## src/rtl/mem_access_unit_pkg.sv

```systemverilog
// Shared constants, request payload and legality check for the load/store front-end.
package mem_access_unit_pkg;

    localparam int unsigned ADDR_W = 32;
    localparam int unsigned WORD_W = 32;

    localparam logic [2:0] F3_B  = 3'b000;
    localparam logic [2:0] F3_H  = 3'b001;
    localparam logic [2:0] F3_W  = 3'b010;
    localparam logic [2:0] F3_BU = 3'b100;
    localparam logic [2:0] F3_HU = 3'b101;

    localparam logic [1:0] S_IDLE  = 2'b00;
    localparam logic [1:0] S_READ  = 2'b01;
    localparam logic [1:0] S_WRITE = 2'b10;
    localparam logic [1:0] S_RESP  = 2'b11;

    typedef struct packed {
        logic              we;
        logic [2:0]        funct3;
        logic [ADDR_W-1:0] addr;
        logic [WORD_W-1:0] wdata;
        logic [ADDR_W-1:0] pc;
    } mem_req_t;

    // Illegal funct3 for the direction, or an address not aligned to the access size.
    function automatic logic access_err(input logic we, input logic [2:0] f3, input logic [1:0] lo);
        logic err;
        case (f3)
            F3_B:    err = 1'b0;
            F3_H:    err = lo[0];
            F3_W:    err = (lo != 2'b00);
            F3_BU:   err = we;
            F3_HU:   err = we | lo[0];
            default: err = 1'b1;
        endcase
        return err;
    endfunction

endpackage

```

## src/rtl/mem_lane_align.sv

```systemverilog
// Byte/half lane handling: store merge into a DMem word and load extraction with extension.
module mem_lane_align
    import mem_access_unit_pkg::*;
(
    input  logic [WORD_W-1:0] word,
    input  logic [WORD_W-1:0] wdata,
    input  logic [2:0]        funct3,
    input  logic [1:0]        lane,
    output logic [WORD_W-1:0] merged,
    output logic [WORD_W-1:0] extracted
);

    logic [4:0]        byte_sh;
    logic [4:0]        half_sh;
    logic [WORD_W-1:0] byte_word;
    logic [WORD_W-1:0] half_word;
    logic [7:0]        b;
    logic [15:0]       h;

    assign byte_sh   = {lane, 3'b000};
    assign half_sh   = {lane[1], 4'b0000};
    assign byte_word = word >> byte_sh;
    assign half_word = word >> half_sh;
    assign b         = byte_word[7:0];
    assign h         = half_word[15:0];

    always_comb begin
        merged = word;
        case (funct3)
            F3_B:    merged[byte_sh +: 8]  = wdata[7:0];
            F3_H:    merged[half_sh +: 16] = wdata[15:0];
            F3_W:    merged = wdata;
            default: merged = word;
        endcase
    end

    always_comb begin
        extracted = '0;
        case (funct3)
            F3_B:    extracted = {{24{b[7]}}, b};
            F3_BU:   extracted = {24'h0, b};
            F3_H:    extracted = {{16{h[15]}}, h};
            F3_HU:   extracted = {16'h0, h};
            F3_W:    extracted = word;
            default: extracted = '0;
        endcase
    end

endmodule

```

## src/rtl/mem_access_unit.sv

```systemverilog
// RV32I load/store front-end: single outstanding access, sub-word stores via read-modify-write.
module mem_access_unit
    import mem_access_unit_pkg::*;
#(
    parameter int unsigned ADDR_SIZE = ADDR_W,
    parameter int unsigned WORD_LEN  = WORD_W
) (
    input  logic                 clk,
    input  logic                 rst_n,
    input  logic                 req_valid,
    output logic                 req_ready,
    input  logic                 req_we,
    input  logic [2:0]           req_funct3,
    input  logic [ADDR_SIZE-1:0] req_addr,
    input  logic [WORD_LEN-1:0]  req_wdata,
    input  logic [ADDR_SIZE-1:0] req_pc,
    output logic                 resp_valid,
    output logic [WORD_LEN-1:0]  resp_rdata,
    output logic                 resp_err,
    output logic [ADDR_SIZE-1:0] dmem_addr,
    output logic                 dmem_we,
    output logic [WORD_LEN-1:0]  dmem_wdata,
    output logic [ADDR_SIZE-1:0] dmem_pc,
    input  logic [WORD_LEN-1:0]  dmem_rdata
);

    logic [1:0]        state_q;
    logic [1:0]        state_d;
    mem_req_t          req_q;
    logic              err_q;
    logic [WORD_W-1:0] word_q;
    logic [WORD_W-1:0] merged;
    logic [WORD_W-1:0] extracted;

    mem_lane_align u_lane (
        .word      (word_q),
        .wdata     (req_q.wdata),
        .funct3    (req_q.funct3),
        .lane      (req_q.addr[1:0]),
        .merged    (merged),
        .extracted (extracted)
    );

    always_ff @(posedge clk or negedge rst_n) begin
        if (!rst_n) begin
            state_q <= S_IDLE;
        end else begin
            state_q <= state_d;
        end
    end

    // Request capture in IDLE; DMem word snapshot in READ.
    always_ff @(posedge clk or negedge rst_n) begin
        if (!rst_n) begin
            req_q  <= '0;
            err_q  <= 1'b0;
            word_q <= '0;
        end else begin
            if (state_q == S_IDLE && req_valid) begin
                req_q.we     <= req_we;
                req_q.funct3 <= req_funct3;
                req_q.addr   <= ADDR_W'(req_addr);
                req_q.wdata  <= WORD_W'(req_wdata);
                req_q.pc     <= ADDR_W'(req_pc);
                err_q        <= access_err(req_we, req_funct3, req_addr[1:0]);
            end
            if (state_q == S_READ) begin
                word_q <= WORD_W'(dmem_rdata);
            end
        end
    end

    // Handshake/strobe outputs decode from state alone so reset kills a pending write at once.
    always_comb begin
        state_d    = state_q;
        req_ready  = 1'b0;
        dmem_we    = 1'b0;
        resp_valid = 1'b0;
        resp_err   = 1'b0;
        resp_rdata = '0;
        case (state_q)
            S_IDLE: begin
                req_ready = 1'b1;
                if (req_valid) begin
                    if (access_err(req_we, req_funct3, req_addr[1:0])) begin
                        state_d = S_RESP;
                    end else if (req_we && req_funct3 == F3_W) begin
                        state_d = S_WRITE;
                    end else begin
                        state_d = S_READ;
                    end
                end
            end
            S_READ:  state_d = req_q.we ? S_WRITE : S_RESP;
            S_WRITE: begin
                dmem_we = 1'b1;
                state_d = S_RESP;
            end
            S_RESP: begin
                resp_valid = 1'b1;
                resp_err   = err_q;
                if (!err_q && !req_q.we) begin
                    resp_rdata = WORD_LEN'(extracted);
                end
                state_d = S_IDLE;
            end
            default: state_d = S_IDLE;
        endcase
    end

    assign dmem_addr  = ADDR_SIZE'(req_q.addr);
    assign dmem_pc    = ADDR_SIZE'(req_q.pc);
    assign dmem_wdata = WORD_LEN'(merged);

endmodule

```

## config.mk

```make
export PLATFORM = sky130hd
export DESIGN_NAME = mem_access_unit
export DESIGN_NICKNAME = d
export VERILOG_FILES = /design/src/rtl/mem_access_unit_pkg.sv /design/src/rtl/mem_lane_align.sv /design/src/rtl/mem_access_unit.sv
export SDC_FILE = /design/constraint.sdc
export NUM_CORES = 1
export LEC_CHECK = 0
export CORE_MARGIN = 2
export CORE_UTILIZATION = 52
export DETAILED_ROUTE_END_ITERATION = 12
export PLACE_DENSITY = 0.87
export SYNTH_ARGS = -nofsm -noshare
export SYNTH_HDL_FRONTEND = slang
export SYNTH_HIERARCHICAL = 1
export SYNTH_SLANG_ARGS = --single-unit
```

## constraint.sdc

```tcl
create_clock -name clk -period 3.3 [get_ports clk]
set_input_delay 0.33 -clock clk [delete_from_list [all_inputs] [get_ports clk]]
set_output_delay 0.33 -clock clk [all_outputs]
set_load 0.01 [all_outputs]
```

Yosys cells after proc, flatten, opt, wreduce, memory -nomap -nowiden --
Cells that the tools add are included.
Storage, ports and cells: register bits 135, latch bits 0, bits in writable memories 0, bits in read-only memories 0, input bits 135, output and inout bits 132, word-level logic and storage cells 56, memories 0
Cells by class: $add $sub $neg 2, $mul 0, divide/modulo/power cells 0, order comparisons 0, equal/unequal tests 12, shifts and indexed selects 6, muxes and demuxes 18, bitwise gates (word level) 1, reductions and logical operators 9
Operator list (number):
- $pmux 32 s5 | 1
- $pmux 32 s3 | 1
- $bwmux 32 | 2
- $mux 32 | 2
- $shift 16x7->32 const A | 1
- $shift 8x7->32 const A | 1
- $shiftx 16x7->32 | 1
- $shiftx 8x7->32 | 1
- $shr 32x5->16 | 1
- $shr 32x5->8 | 1
- $neg 5->7 | 2
- $eq 3x3->1 const B | 4
- $pmux 2 s4 | 1
- $mux 1 | 7
- $eq 3x1->1 const B | 2
- $eq 3x2->1 const B | 2
- $logic_not 3->1 | 2
- $mux 2 | 3
- $pmux 1 s5 | 1
- $eq 2x2->1 const B | 2
- $logic_and 1x1->1 | 3
- $eq 2x1->1 const B | 1
- $logic_not 1->1 | 2
- $logic_not 2->1 | 1
- 3 further kinds | 3

Logic depth before layout (Yosys ltp) --
word-level depth 7, mapped depth 10, mapped depth without buffers 5

Cells and area by module --
The synthesis kept the hierarchy.
Modules (own cells, without submodules):
- mem_access_unit | times used 1, cells an instance 406, area an instance 5814.3 um^2, seq. area each 3378.2 um^2
- mem_lane_align | times used 1, cells an instance 410, area an instance 3047.9 um^2, seq. area each 0.0 um^2

Least setup slack after synthesis --
No wires, ideal clock.
path kind register to output, from register req_q (netlist bit dmem_addr[1]), to output port dmem_wdata[4], arrival 2.034 ns, slack 0.936 ns, stages on the path, launching flop included 10, path buffers 4, cell sequence dfrtp_1 -> buf_6 -> buf_12 -> buf_6 -> inv_2 -> ha_1 -> clkbuf_1 -> and4bb_2 -> o21ai_0 -> o2111ai_1
Between the ends: word-level cells in the longest chain between the ends 4, elaborated cells on any way between the ends 9, those cells by class add/sub: 2; shift: 4; mux: 3
RTL lines:
- from (decl) | line mem_access_unit.sv:29 | mem_req_t req_q;
- $neg 5->7, on equally long branches | line mem_lane_align.sv:31, mem_lane_align.sv:30
- $shiftx 16x7->32, or another cell as far along | line mem_lane_align.sv:31 | F3_H: merged[half_sh +: 16] = wdata[15:0];
- $bwmux 32, on equally long branches | line mem_lane_align.sv:31, mem_lane_align.sv:30
- $pmux 32 s3 (*) | line mem_lane_align.sv:29 | case (funct3)
- to (decl) | line mem_access_unit.sv:22 | output logic [WORD_LEN-1:0] dmem_wdata,
Mark *: on every way between the ends. The rest lies on a longest branch, timed or not.

Final worst setup path --
from register req_q (netlist bit dmem_addr[1]), to output port dmem_wdata[24]
The elaborated chain is that of the path after synthesis.

==> summary.md <==
| Metric | Value |
|---|---|
| # DRC | `0` |
| GRT busiest layer | `met2` |
| Die width | `around 130 microns` |
| Synth cell types | `61` |
| Ports | `~270` |
| Postcts setup bufs | `0` |
| Ys flop type | `dfrtp_1` |
| Worst path required time | `between 2 and 3 ns` |
| Layout Skew | `0.007682 ns` |
| GRT met3 Usage | `roughly a tenth` |
| Via count | `around 7200` |
| Fin nets | `1134` |
| Clock Tree Buf Depth | `2` |
| Core box area | `roughly 0.017 sq mm` |
| Cell Rows | `47` |
| Iteration-0 DRC Markers | `around 570` |
| Hold crit path type | `in2async` |
| Via/cell ratio | `around 5.9` |
| Largest net degree at the start of global routing | `63` |
| Initial Utilization | `between 50% and 60%` |
| Met1 Use GR | `roughly 34%` |
| Commonest non-fill, non-tap cells in the layout | `265 x clkdlybuf4s50_1, 133 x dfrtp_1, 96 x mux2_1` |
| Layout cells sized above 1 | `between 10% and 20%` |
| CTS buffer count | `17` |
| Status | `complete, no violations` |
| Post-DRT Antenna Nets | `0` |
| Drt total wl | `26.51 mm` |
| Least-Margin Pin Slew | `around 0.73 ns` |
| Cell count after synthesis | `roughly 800` |
| FFs w/ async S/R, synth | `100.0%` |
| Maximum net fanout on the critical path | `57` |
| Pwr Density | `between 1000 and 1500 mW/mm^2` |
| Vias in the first global route | `between 7000 and 8000` |
| Highest clock rate | `roughly 0.32 GHz` |
| Reg2Reg Capture Point | `dmem_addr[31]` |
| DR pass1 iterations | `6` |
| # setup viols final | `0` |
| Commonest non-fill, non-tap cell in the layout | `clkdlybuf4s50_1` |
| Reg2reg setup slack | `approximately 1.2 ns` |
| Root Buffer | `clkbuf_16` |
| Layout area overhead | `31.84%` |
| Post-DR wirelength/cell | `approximately 22 microns` |
| Max-slew violation count | `0` |
| Peak supply drop | `approximately 0.65 mV` |
| Routability cong. | `0.8994` |
| Ys Warns | `6` |
| Congestion Overflow GR | `0` |
| Syn nets | `960` |
| H-tree depth | `4` |
| Data arrival, critical path | `roughly 2.8 ns` |
| Post-DP HPWL | `~19 mm` |
| FF-to-FF path depth | `5` |
| Fillers | `roughly 1200` |
| Clock latency at the later pin of the worst-skew pair | `about 0.43 ns` |
| Met2 usage | `48.84%` |
| RSZ-0062 raised after global routing | `false` |
| Max-cap violations | `0` |
| Worst relative slew slack | `between 50% and 60%` |
| Number of clock sinks | `around 140` |
| TritonCTS clock tree | `yes` |
| Fin. Hold Viols | `0` |
| Syn Area/Cell | `10.86 sq um` |
| Seq/Total Area, Yosys | `38.12%` |
| First-pass GRT wire length | `between 40 and 50 mm` |
| R2r startpoint | `state_q[0]` |
| CP startpoint kind | `register` |
| Crit. End Element | `primary output` |
| Pleak | `roughly 0.0048 uW` |
| CP Class | `reg2out` |
| Worst-path clk slew | `0.06 ns` |
| Minimum clock period | `about 3.2 ns` |
| Tcrit/Tclk final | `between 90% and 100%` |
| WHS | `between 0.4 and 0.5 ns` |
| Port bufs | `between 200 and 300` |
| Sum Neg Setup Slack | `0 ns` |
| Post-synthesis cell area | `roughly 0.0089 sq mm` |
| Number of synthesized flops with an enable pin | `0` |
| #FFs+latches synth | `135` |
| Initial antenna violation count | `0` |
| Ant diodes | `0` |
| Die H | `~130 microns` |
| Die area | `0.01810 sq mm` |
| Total GRT Usage | `about 29%` |
cell usage after synthesis (2+ instances only):
cell / number / area share (%)
a211o_1: 8 / 0.79
a211oi_1: 5 / 0.42
a211oi_2: 4 / 0.56
a21oi_1: 17 / 0.96
a22oi_1: 26 / 2.2
a31oi_1: 10 / 0.71
a32oi_1: 8 / 0.79
and2_1: 40 / 2.8
and4b_1: 8 / 0.90
and4bb_2: 6 / 0.85
buf_2: 32 / 1.8
buf_4: 72 / 6.1
buf_6: 12 / 1.5
clkbuf_1: 10 / 0.42
clkbuf_2: 2 / 0.11
dfrtp_1: 135 / 38
ha_1: 9 / 1.3
inv_1: 15 / 0.64
mux2_1: 96 / 12
mux2_2: 56 / 7.1
mux2_4: 13 / 2.2
nand2_1: 44 / 1.9
nand2b_1: 2 / 0.14
nand3_1: 4 / 0.23
nor2_1: 11 / 0.47
nor2b_1: 26 / 1.8
nor3b_2: 2 / 0.28
nor4b_1: 8 / 0.79
nor4bb_1: 3 / 0.34
o2111ai_1: 8 / 0.79
o211ai_1: 7 / 0.59
o211ai_2: 11 / 1.6
o21a_1: 8 / 0.68
o21ai_0: 37 / 2.1
o21ai_1: 3 / 0.17
o21bai_1: 2 / 0.17
o22ai_1: 25 / 1.8
o311ai_1: 8 / 0.79
worst max-delay path: stages (launching register included):
cell	delay [ns]
dfrtp_2	0.38
buf_8	0.35
ha_2	0.37
and4bb_4	0.33
a21oi_1	0.11
o22ai_1	0.19
clkdlybuf4s50_1	0.64
stage by stage:
| step | std cells | setup slack, ns | instance area [sq um] | power [uW] | utilization, % |
|---|---|---|---|---|---|
| 2_1_floorplan | 816 | 0.9358 | 8862 | 8506 | - |
| 3_3_place_gp | 1190 | 0.3938 | 11060 | 11000 | 66.45 |
| 3_5_place_dp | 1190 | 0.3450 | 11060 | 11150 | 66.45 |
| 4_1_cts | 1223 | 0.04090 | 11670 | 13190 | 70.10 |
| 5_1_grt | 1223 | 0.04112 | 11680 | 13970 | 70.21 |
| 6_report | 1223 | 0.1264 | 11680 | 13230 | 70.21 |
how the worst max path moves through the flow:
stage / to / from / depth (start not counted)
3_3_place_gp: dmem_wdata[24] / dmem_addr[1] / 6
6_report: dmem_wdata[24] / dmem_addr[1] / 6
3_5_place_dp: dmem_wdata[24] / dmem_addr[1] / 6
5_1_grt: dmem_wdata[24] / dmem_addr[1] / 6
2_1_floorplan: dmem_wdata[4] / dmem_addr[1] / 9
4_1_cts: dmem_wdata[24] / dmem_addr[1] / 6
area by class of cell:
class	count	area, sq um	area share (%)
Clock inverter	14	155.1	1.328
Tap cell	220	275.3	2.356
Timing Repair Buffer	285	2845	24.35
Multi-Input combinational cell	535	4538	38.84
Inverter	16	60.06	0.5140
Clock buffer	18	429.2	3.673
Sequential cell	135	3381	28.94
logic make-up (layout without fill, tap and decap cells):
kind of cell,count (synthesis),count (layout),synth area share [%]
AOI/OAI and AO/OA,192,192,15.71
and+or+nand+nor,167,167,11.97
adders and majority gates,9,9,1.271
DFF,135,135,38.12
muxes,167,167,21.88
buffers and inverters,146,333,11.04
power by group:
part	total (uW)	switching, uW	internal, uW
clock network	1910	838	1080
logic	7680	3600	4080
registers	3630	1120	2510
state kept, by name, indices dropped and copies added (netlist names):
register	flops
dmem_addr	32
dmem_pc	32
err_q	1
req_q	36
state_q	2
word_q	32
repair_timing:
action / in CTS / in global routing
cloned: 0 / 0
endpoints found under the hold margin: 59 / 0
hold buffers: 1 / 0
setup endpoints to repair: 8 / 32
gates resized for setup: 3 / 6
routing by layer:
| layer | wire length [microns] | share of wire (%) | vias up |
|---|---|---|---|
| met5 | 0 | 0 | - |
| li1 | - | - | 3285 |
| met4 | 1013 | 3.8 | 0 |
| met2 | 13060 | 49 | 385 |
| met1 | 9904 | 37 | 3509 |
| met3 | 2522 | 9.5 | 68 |
No activity file was read; power rests on OpenSTA's default activity.
